[config.mk]
export PLATFORM = sky130hd
export DESIGN_NAME = axi_cpu_master_bridge
export DESIGN_NICKNAME = d
export VERILOG_FILES = /design/src/rtl/axi_cpu_master_bridge.sv
export SDC_FILE = /design/constraint.sdc
export NUM_CORES = 1
export LEC_CHECK = 0
export BUFFER_PORTS_ARGS = -buffer_cell sky130_fd_sc_hd__buf_2
export CORE_ASPECT_RATIO = 1.25
export CORE_UTILIZATION = 28
export DETAILED_ROUTE_END_ITERATION = 10
export GPL_TIMING_DRIVEN = 1
export HOLD_SLACK_MARGIN = 0.02
export PLACE_DENSITY = 0.62
export SLEW_MARGIN = 25
export SYNTH_ARGS = -nofsm -noshare
export SYNTH_HDL_FRONTEND = slang
export SYNTH_SLANG_ARGS = --single-unit
[constraint.sdc]
create_clock -name ACLK -period 1.6 [get_ports ACLK]
set_input_delay 0.08 -clock ACLK [delete_from_list [all_inputs] [get_ports ACLK]]
set_output_delay 0.08 -clock ACLK [all_outputs]
set_load 0.01 [all_outputs]
[src/rtl/axi_cpu_master_bridge.sv]
// CPU single-access request port to single-beat AXI4 master (LEN=0, INCR), one transaction in flight.
// Optional build macro AXI_BRIDGE_POSTED_WRITE_EN: writes complete at AW+W acceptance and B errors go to wr_err_sticky.
`timescale 1ns/1ps

module axi_cpu_master_bridge #(
    parameter int                 ID_BITS   = 4,
    parameter logic [ID_BITS-1:0] MASTER_ID = '0,
    parameter int                 ADDR_BITS = 32,
    parameter int                 DATA_BITS = 32
) (
    input  logic                   ACLK,
    input  logic                   ARESETn,

    input  logic                   cpu_req,
    input  logic                   cpu_we,
    input  logic [ADDR_BITS-1:0]   cpu_addr,
    input  logic [2:0]             cpu_size,
    input  logic [DATA_BITS/8-1:0] cpu_wstrb,
    input  logic [DATA_BITS-1:0]   cpu_wdata,
    output logic [DATA_BITS-1:0]   cpu_rdata,
    output logic                   cpu_done,
    output logic                   cpu_err,
    output logic                   cpu_stall,

    output logic [ID_BITS-1:0]     AWID,
    output logic [ADDR_BITS-1:0]   AWADDR,
    output logic [7:0]             AWLEN,
    output logic [2:0]             AWSIZE,
    output logic [1:0]             AWBURST,
    output logic                   AWVALID,
    input  logic                   AWREADY,

    output logic [DATA_BITS-1:0]   WDATA,
    output logic [DATA_BITS/8-1:0] WSTRB,
    output logic                   WLAST,
    output logic                   WVALID,
    input  logic                   WREADY,

    input  logic [ID_BITS-1:0]     BID,
    input  logic [1:0]             BRESP,
    input  logic                   BVALID,
    output logic                   BREADY,

    output logic [ID_BITS-1:0]     ARID,
    output logic [ADDR_BITS-1:0]   ARADDR,
    output logic [7:0]             ARLEN,
    output logic [2:0]             ARSIZE,
    output logic [1:0]             ARBURST,
    output logic                   ARVALID,
    input  logic                   ARREADY,

    input  logic [ID_BITS-1:0]     RID,
    input  logic [DATA_BITS-1:0]   RDATA,
    input  logic [1:0]             RRESP,
    input  logic                   RLAST,
    input  logic                   RVALID,
    output logic                   RREADY
`ifdef AXI_BRIDGE_POSTED_WRITE_EN
    ,
    output logic                   wr_err_sticky
`endif
);

    typedef enum logic [2:0] {
        S_IDLE,
        S_RD_ADDR,
        S_RD_DATA,
        S_WR_ADDR,
        S_WR_RESP,
        S_DONE
    } state_t;

    state_t                 r_state;
    logic [ADDR_BITS-1:0]   r_addr;
    logic [2:0]             r_size;
    logic [DATA_BITS-1:0]   r_wdata;
    logic [DATA_BITS/8-1:0] r_wstrb;
    logic                   r_awvalid;
    logic                   r_wvalid;
    logic                   r_arvalid;
    logic                   r_rready;
    logic                   r_bready;
    logic                   r_aw_acc;
    logic                   r_w_acc;
    logic                   r_abandon;
    logic                   r_done;
    logic                   r_err;
    logic [DATA_BITS-1:0]   r_rdata;
`ifdef AXI_BRIDGE_POSTED_WRITE_EN
    logic                   r_wr_err_sticky;
`endif

    logic w_aw_hs;
    logic w_w_hs;
    logic w_aw_ok;
    logic w_w_ok;
    logic w_ar_hs;
    logic w_r_hs;
    logic w_b_hs;
    logic w_deliver;
    logic w_unused;

    assign w_aw_hs   = r_awvalid & AWREADY;
    assign w_w_hs    = r_wvalid & WREADY;
    assign w_aw_ok   = r_aw_acc | w_aw_hs;
    assign w_w_ok    = r_w_acc | w_w_hs;
    assign w_ar_hs   = r_arvalid & ARREADY;
    assign w_r_hs    = r_rready & RVALID;
    assign w_b_hs    = r_bready & BVALID;
    // A request dropped at any point of the transaction forfeits its completion.
    assign w_deliver = ~r_abandon & cpu_req;
    assign w_unused  = ^{BID, RID, RLAST};

    always_ff @(posedge ACLK or negedge ARESETn) begin
        if (!ARESETn) begin
            r_state         <= S_IDLE;
            r_addr          <= '0;
            r_size          <= '0;
            r_wdata         <= '0;
            r_wstrb         <= '0;
            r_awvalid       <= 1'b0;
            r_wvalid        <= 1'b0;
            r_arvalid       <= 1'b0;
            r_rready        <= 1'b0;
            r_bready        <= 1'b0;
            r_aw_acc        <= 1'b0;
            r_w_acc         <= 1'b0;
            r_abandon       <= 1'b0;
            r_done          <= 1'b0;
            r_err           <= 1'b0;
            r_rdata         <= '0;
`ifdef AXI_BRIDGE_POSTED_WRITE_EN
            r_wr_err_sticky <= 1'b0;
`endif
        end else begin
            r_done <= 1'b0;
            case (r_state)
                S_IDLE: begin
                    if (cpu_req) begin
                        r_addr    <= cpu_addr;
                        r_size    <= cpu_size;
                        r_wdata   <= cpu_wdata;
                        r_wstrb   <= cpu_wstrb;
                        r_abandon <= 1'b0;
                        r_aw_acc  <= 1'b0;
                        r_w_acc   <= 1'b0;
                        if (cpu_we) begin
                            r_awvalid <= 1'b1;
                            r_wvalid  <= 1'b1;
                            r_state   <= S_WR_ADDR;
                        end else begin
                            r_arvalid <= 1'b1;
                            r_state   <= S_RD_ADDR;
                        end
                    end
                end

                S_RD_ADDR: begin
                    if (!cpu_req)
                        r_abandon <= 1'b1;
                    if (w_ar_hs) begin
                        r_arvalid <= 1'b0;
                        r_rready  <= 1'b1;
                        r_state   <= S_RD_DATA;
                    end
                end

                S_RD_DATA: begin
                    if (!cpu_req)
                        r_abandon <= 1'b1;
                    // Any accepted beat is final, whatever RLAST says.
                    if (w_r_hs) begin
                        r_rready <= 1'b0;
                        if (w_deliver) begin
                            r_rdata <= RDATA;
                            r_err   <= (RRESP != 2'b00);
                            r_done  <= 1'b1;
                        end
                        r_state <= S_DONE;
                    end
                end

                S_WR_ADDR: begin
                    if (!cpu_req)
                        r_abandon <= 1'b1;
                    if (w_aw_hs)
                        r_awvalid <= 1'b0;
                    if (w_w_hs)
                        r_wvalid <= 1'b0;
                    // AW and W may be accepted in either order or together.
                    if (w_aw_ok && w_w_ok) begin
                        r_aw_acc <= 1'b0;
                        r_w_acc  <= 1'b0;
                        r_bready <= 1'b1;
                        r_state  <= S_WR_RESP;
`ifdef AXI_BRIDGE_POSTED_WRITE_EN
                        if (w_deliver) begin
                            r_err  <= 1'b0;
                            r_done <= 1'b1;
                        end
`endif
                    end else begin
                        r_aw_acc <= w_aw_ok;
                        r_w_acc  <= w_w_ok;
                    end
                end

                S_WR_RESP: begin
`ifndef AXI_BRIDGE_POSTED_WRITE_EN
                    if (!cpu_req)
                        r_abandon <= 1'b1;
`endif
                    if (w_b_hs) begin
                        r_bready <= 1'b0;
                        r_state  <= S_DONE;
`ifdef AXI_BRIDGE_POSTED_WRITE_EN
                        if (BRESP != 2'b00)
                            r_wr_err_sticky <= 1'b1;
`else
                        if (w_deliver) begin
                            r_err  <= (BRESP != 2'b00);
                            r_done <= 1'b1;
                        end
`endif
                    end
                end

                // Gap cycle so the CPU can drop cpu_req before IDLE samples it.
                S_DONE: r_state <= S_IDLE;

                default: r_state <= S_IDLE;
            endcase
        end
    end

    assign AWID    = MASTER_ID;
    assign AWADDR  = r_addr;
    assign AWLEN   = 8'd0;
    assign AWSIZE  = r_size;
    assign AWBURST = 2'b01;
    assign AWVALID = r_awvalid;

    assign WDATA   = r_wdata;
    assign WSTRB   = r_wstrb;
    assign WLAST   = 1'b1;
    assign WVALID  = r_wvalid;

    assign BREADY  = r_bready;

    assign ARID    = MASTER_ID;
    assign ARADDR  = r_addr;
    assign ARLEN   = 8'd0;
    assign ARSIZE  = r_size;
    assign ARBURST = 2'b01;
    assign ARVALID = r_arvalid;

    assign RREADY  = r_rready;

    assign cpu_rdata = r_rdata;
    assign cpu_done  = r_done;
    assign cpu_err   = r_err;
    assign cpu_stall = cpu_req & ~r_done;

`ifdef AXI_BRIDGE_POSTED_WRITE_EN
    assign wr_err_sticky = r_wr_err_sticky;
`endif

endmodule

Word level (Yosys, flattened, before mapping)
Cells that the tools add are included.
W data, S select, Z words.
Storage, ports and cells
  register bits after elaboration: 116
  bits of input ports: 125
  output and inout bits: 175
  word-level logic and storage cells: 104
Operators by class
  equal/unequal tests: 16
  multiplexer cells: 39
  bitwise logic cells: 11
  reductions and logical operators: 22
Operators by type and width (count)
  $ne A2 B2 Y1 const B: 12
  $mux W1: 22
  $pmux W1 S2: 10
  $reduce_bool A2 Y1: 8
  $mux W3: 5
  $pmux W3 S5: 1
  $reduce_and A3 Y1: 4
  $reduce_and A4 Y1: 3
  $reduce_and A5 Y1: 2
  $and A1 B1 Y1: 7
  $eq A3 B2 Y1 const B: 2
  $reduce_and A2 Y1: 2
  $reduce_or A4 Y1: 1
  $eq A3 B1 Y1 const B: 1
  $eq A3 B3 Y1 const B: 1
  $logic_not A3 Y1: 1
  $mux W2: 1
  $not A1 Y1: 2
  $or A1 B1 Y1: 2
  $logic_and A1 B1 Y1: 1

Logic depth before layout (Yosys ltp)
Gate-level depths: netlist (run 1).
  word-level depth: 5
  gate-level depth with buffers: 7
  mapped depth without buffers: 4

Least setup slack after synthesis (run 1)
OpenSTA, ideal clock, no wires.
  kind: reg-to-reg
  from: register r_state[0]
  to: register r_rdata[11] (netlist: cpu_rdata[11])
  setup time: 125 ps
  arrival time: 1579 ps
  data required time: 1475 ps
  slack: -103 ps
  cell stages (with the launch flop): 6
  path buffers: 2
  clock period less this slack: 1703 ps
  cells stage by stage: dfrtp_1 > buf_2 > nand2b_4 > nor4_4 > buf_6 > mux2_2
Between the ends
  longest elaborated chain between the ends: 2
RTL lines
  start, declared: RTL line 73  | state_t r_state;
  start signal, assigned: RTL line 116  | r_state <= S_IDLE;
  start signal, assigned: RTL line 150  | r_state <= S_WR_ADDR;
  start signal, assigned: RTL line 153  | r_state <= S_RD_ADDR;
  $eq A3 B2 Y1: RTL line 137  | case (r_state)
  $reduce_and A3 Y1 (no source line)
  end signal, assigned: RTL line 131  | r_rdata <= '0;
  end signal, assigned: RTL line 175  | r_rdata <= RDATA;
  end, declared: RTL line 88  | logic [DATA_BITS-1:0] r_rdata;
No other way between the ends.
A chain may end at the register's enable or synchronous reset.

Worst setup path after layout (run 1)
  from: register r_state[2]
  to: register r_rdata[31] (netlist: cpu_rdata[31])
Same word-level chain as after synthesis.

==> out/metrics.cfg, run 1 <==
[outcome]
status = completed

[power_and_ir_drop]
p_leak_nw = 4.378
ir_drop_v = 0.0005430
powerDensity_nw_per_um2 = 934.9

[clock_tree]
htreeDepth = 4
path_clk_slew_ps = 60
cts_sinks = 116
cts_buffers = 17
cts_root_buf = clkbuf_16
clk_latency_ps = 400
cts_tree = done
cts_buffer_depth = 2

[setup_path]
ff2ff_path_depth = 5
reg2reg_from = r_state[2]
start_kind = register
cpPeakStageDelay_ps = 370
arrival_ps = 1870
worstSetupPathType = reg2reg
crit_path_cell_trace = nand2b_4, nor4_4, buf_4, buf_12, mux2_2
cp_max_fo = 14
slowest_stage = dfrtp_1
reg2reg_slack_ps = 10
endpoint_kind = register
cp.required_ps = 1880
reg2reg_to = cpu_rdata[31]

[synth]
netlist.area_leader.share_pct = 57.53
yosysTopAreaCell = dfrtp_1
ys.flop_type = dfrtp_1
synth_area_per_cell_sq_um = 13.75
synthArstFlopShare_pct = 100.0
synth_edf_count = 0
synth_area_sq_um = 5046
ys_warn_count = 0
synthMostInstantiatedCell = dfrtp_1
syn_inst = 367
synth_cell_type_count = 32
ys_ff_latch = 116
synthTopCellsByCount = dfrtp_1, mux2_2, buf_4
yosysSeqAreaShare_pct = 57.53
synthTopCellsByArea = dfrtp_1, mux2_2, buf_4

[timing]
hold_violations = 0
setup_viol = 0
max_freq_mhz = 630.1
worst_pin_slew_ps = 627.7
fin_crit_ps = 1587
finalCritPeriodShare_pct = 99.19
setup-tns-final_ps = 0
slew_viol_final = 0
fin_worst_skew_ps = 7.289
rsz0062_at_grt = true
relSlewSlack_pct = 58.15

[route]
drtAntennaViolNets = 0
viasPerCell = 4.222
drt_iter0_drc = 105
vias = 4074
drc = 0
wl_per_cell_um = 14.03
drtPass1Iterations = 4
wl_um = 13540

[placement]
dp_cells = 820
dpl-instance-area_sq_um = 6360
dp.final_hpwl_um = 8728
place_congestion = 0.7832
place.port_buffers = 261

[floorplanning]
start_util_pct = 28.73
core_area_sq_um = 17570
rows = 54
io_pins = 300
die_h_um = 152.1
die_w_um = 122.1
die_area_sq_um = 18570

[finish]
final_util_pct = 46.40
finish.instance_area_sq_um = 8150
nets = 854
layoutNonFillerInstCount = 965
drive_gt1_share_pct = 57.49
diodes = 0
flow.area_growth_from_synthesis_pct = 61.52

[worst_hold_path]
min_to = cpu_err
hold_path_depth = 4
hold_path_class = in2reg
min_from = RRESP[1]

[global_route]
grt_pass1_wl_um = 21400
grt_usage_pct = 15.10
antenna_found_initial = 0
grt_start_max_net_pins = 117
overflow = 0
first_global_vias = 4272

[flow_run]
cap_violations = 0

-- registers in the layout, summed over array words and instances, names as in the netlist, 3 cells and up --
signal	count
ARSIZE	3
cpu_rdata	32
WSTRB	4
WDATA	32
ARADDR	32
r_state	3
-- layer usage --
| layer | GRT usage, % | part of all wire, % | up-vias |
|---|---|---|---|
| met3 | 3.904 | 5.5 | 29 |
| met1 | 14.68 | 35 | 1967 |
| met2 | 28.60 | 56 | 171 |
| met5 | 0 | 0 | - |
| li1 | - | - | 1907 |
| met4 | 7.549 | 3.1 | 0 |
-- logic make-up after synthesis --
group | count (synthesis) | share of synthesized area [%]
and+or+nand+nor | 31 | 3.273
buffers and inverters | 84 | 11.98
muxes | 104 | 23.21
DFF | 116 | 57.53
other | 2 | 0.1488
AOI/OAI and AO/OA | 30 | 3.868
-- worst max path at each step --
stage                from            end  slack, ps  cells after the start
6_report       r_state[2]  cpu_rdata[31]         10                      5
5_1_grt        r_state[2]  cpu_rdata[16]        -80                      5
4_1_cts        r_state[0]  cpu_rdata[11]        -40                      6
3_5_place_dp   r_state[1]  cpu_rdata[31]        -60                      4
3_3_place_gp   r_state[2]   cpu_rdata[2]        -20                      4
2_1_floorplan  r_state[0]     ARADDR[11]        -10                      6
-- layout by cell type, fill, tap and decap left out, types with 5 or more instances in the layout --
cell / netlist / final
clkbuf_16: 0 / 17
mux2_4: 0 / 7
conb_1: 2 / 29
mux2_2: 102 / 95
buf_2: 3 / 260
nor2_1: 12 / 12
dlygate4sd3_1: 0 / 109
buf_12: 0 / 5
dfrtp_1: 116 / 115
buf_4: 70 / 17
nand2_1: 7 / 7
a21oi_1: 11 / 10
-- worst max-delay path, delay by kind of cell (launching register included) --
kind,cells,cell delay [ps]
AND/OR/NAND/NOR,2,420
flip-flops,1,370
multiplexers,1,340
buffers and inverters,2,320
-- final cells by class --
type	instances	area, sq um
fill	1583	9417
sequential	116	2904
timing repair buffer	394	2670
multi-input combinational	194	1685
clock buffer	23	488.0
tap	224	280.3
clock inverter	8	100.1
inverter	6	22.52
-- power breakdown --
group,internal (W),switching [W]
clock network,0.00245,0.00131
logic,0.000443,0.000331
registers,0.00303,0.0000578
total,0.00592,0.00170
-- per-stage QoR --
step | hold slack (ps) | worst slack, ps | power [W]
after global routing | 66.04 | -84.95 | 0.007941
after CTS | 52.27 | -42.97 | 0.007745
final | 68.23 | 12.96 | 0.007619
after global placement | 229.7 | -17.91 | 0.003693
after floorplan | -215.6 | -11.19 | 0.003445
after detailed placement | 234.1 | -58.50 | 0.003703
-- repair_timing --
action                     in CTS  in global routing
pin swaps                       1                  1
cloned                          2                  0
setup buffers                   4                  0
gates resized for setup        11                  8
hold buffers                  109                  0
hold endpoints to repair      224                  0
setup endpoints to repair      29                 88
Power figures use the tool's default switching activity.
==> inputs of run 2 (changes only) <==
CORE_ASPECT_RATIO = default   (was 1.25)
CORE_UTILIZATION = 39   (was 28)
PLACE_DENSITY = 0.8   (was 0.62)
==> run 2 against run 1 <==
  * The flow now finishes with violations (negative setup slack)
  * Sequential share of layout area shrank 0.31 points
  * Global-route usage grew 5.6 points
  * Core utilization grew 19 points
  * Clock-buffer cell count is the same
  * Power shrank 2.2%
  * Maximum frequency shrank 3.7%
  * Final area grew 0.83%
  * Via count grew 4.1%
  * Largest power group unchanged
==> out/metrics.cfg, run 2 (same netlist as run 1, synthesis figures left out) <==
[route]
drc = 0
wl_per_cell_um = 16.58
wl_um = 15040
viasPerCell = 4.676
drt_iter0_drc = 228
vias = 4241
drtPass1Iterations = 5
drtAntennaViolNets = 0

[power_and_ir_drop]
powerDensity_nw_per_um2 = 906.6
power_frac_comb_pct = 10.7
switching_share_pct = 21.92
p_switching_w = 0.001633
power.total_w = 0.007450
p_int_w = 0.005817
p_clk_share_pct = 47.7
seqPwrFrac_pct = 41.6
ir_drop_v = 0.0005718
p_leak_nw = 4.405

[global_route]
first_global_vias = 4299
antenna_found_initial = 0
grt_usage_pct = 20.67
grt_start_max_net_pins = 58
grt_pass1_wl_um = 20600
overflow = 0

[placement]
place_congestion = 0.9033
place.port_buffers = 261
dp.final_hpwl_um = 8675

[setup_path]
crit_buf_inv = 2
ff2ff_path_depth = 5
startpoint = r_state[0]
reg2reg_to = cpu_rdata[0]
arrival_ps = 1930
cp.required_ps = 1880
crit_family = simple AND/OR/NAND/NOR gates
cp_max_fo = 8
crit_path_cell_trace = nand2b_4, nor4_4, buf_6, clkbuf_16, mux2_4
start_kind = register
reg2reg_slack_ps = -50
cpPeakStageDelay_ps = 390
endpoint_kind = register
reg2reg_from = r_state[0]
slowest_stage = dfrtp_1
worstSetupPathType = reg2reg

[timing]
fin_crit_ps = 1648
hold_violations = 0
setup-tns-final_ps = -852.7
rsz0062_at_grt = true
finalCritPeriodShare_pct = 103.0
worst_pin_slew_ps = 502.2
holdWs_ps = 43.06
setup_viol = 33
slew_viol_final = 0
worst_slack_ps = -47.62
max_freq_mhz = 606.9
relSlewSlack_pct = 65.66
fin_worst_skew_ps = 10.75

[finish]
drive_gt1_share_pct = 57.01
flow.area_growth_from_synthesis_pct = 62.86
fill_cells = 916
diodes = 0
seq_area_sq_um = 2903
nets = 851
layout_commonest_cell = buf_2
multi_input_area_sq_um = 1778
final_cell_mix = buf_2, dfrtp_1, dlygate4sd3_1, mux2_2, mux2_4

[floorplanning]
core_area_sq_um = 12620
io_pins = 300
die_h_um = 115.8
die_area_sq_um = 13400
die_w_um = 115.8
rows = 41
start_util_pct = 39.99

[outcome]
status = finished, violations left
failed_checks = negative setup slack

[clock_tree]
cts_tree = done
cts_buffers = 17
cts_buffer_depth = 2
path_clk_slew_ps = 50
htreeDepth = 4
cts_sinks = 116
clk_latency_ps = 410
cts_root_buf = clkbuf_16

[flow_run]
cap_violations = 0

[worst_hold_path]
hold_path_class = in2async

[run 2: cell count changes in the layout (fill, tap and decap cells not counted), moves of 4 or more]
| cell | before | now |
|---|---|---|
| buf_4 | 17 | 9 |
| clkbuf_16 | 17 | 21 |
| mux2_2 | 95 | 72 |
| mux2_4 | 7 | 30 |
[run 2: worst max-delay path by stage]
| stage | end | slack (ps) | cells past startpoint |
|---|---|---|---|
| after detailed placement | WDATA[17] | -50 | 4 |
| after global routing | cpu_rdata[2] | -80 | 5 |
| after CTS | cpu_rdata[18] | -50 | 4 |
| final | cpu_rdata[0] | -50 | 5 |
| after global placement | ARADDR[12] | -8 | 4 |
| after floorplan | ARADDR[11] | -10 | 6 |
[run 2: layout make-up]
class | instances | share of cell area (%)
sequential | 116 | 35.32
timing repair buffer | 391 | 33.36
multi-input combinational | 194 | 21.64
clock buffer | 23 | 6.181
tap | 172 | 2.619
clock inverter | 5 | 0.6090
inverter | 6 | 0.2741
[run 2: repair_timing]
item / in CTS / in global routing
hold endpoints to repair: 224 / 0
cloned: 1 / 5
resized for setup: 5 / 35
hold buffers: 109 / 0
setup buffers: 1 / 1
endpoints found under the setup margin: 103 / 106
pin swaps: 1 / 2
[run 2: power groups by stage]
stage          registers, W  logic, W  clock network [W]
2_1_floorplan       0.00318  0.000263                  0
3_3_place_gp        0.00313  0.000553                  0
3_5_place_dp        0.00314  0.000569                  0
4_1_cts             0.00310  0.000781            0.00363
5_1_grt             0.00311  0.000867            0.00376
6_report            0.00310  0.000797            0.00356
[run 2: per-layer routing]
layer	share of wire [%]	GRT usage, %
met5	0	0
met4	2.7	11.88
met3	4.5	6.328
met2	56	38.72
met1	37	20.02
[run 2: per-stage QoR]
step / instance area (sq um) / cells / setup slack (ps) / utilization [%]
2_1_floorplan: 5157 / 394 / -11.19 / -
5_1_grt: 8218 / 907 / -78.52 / 65.12
3_5_place_dp: 6250 / 762 / -49.55 / 49.52
3_3_place_gp: 6250 / 762 / -8.396 / 49.52
4_1_cts: 7968 / 901 / -49.58 / 63.14
6_report: 8218 / 907 / -47.62 / 65.12
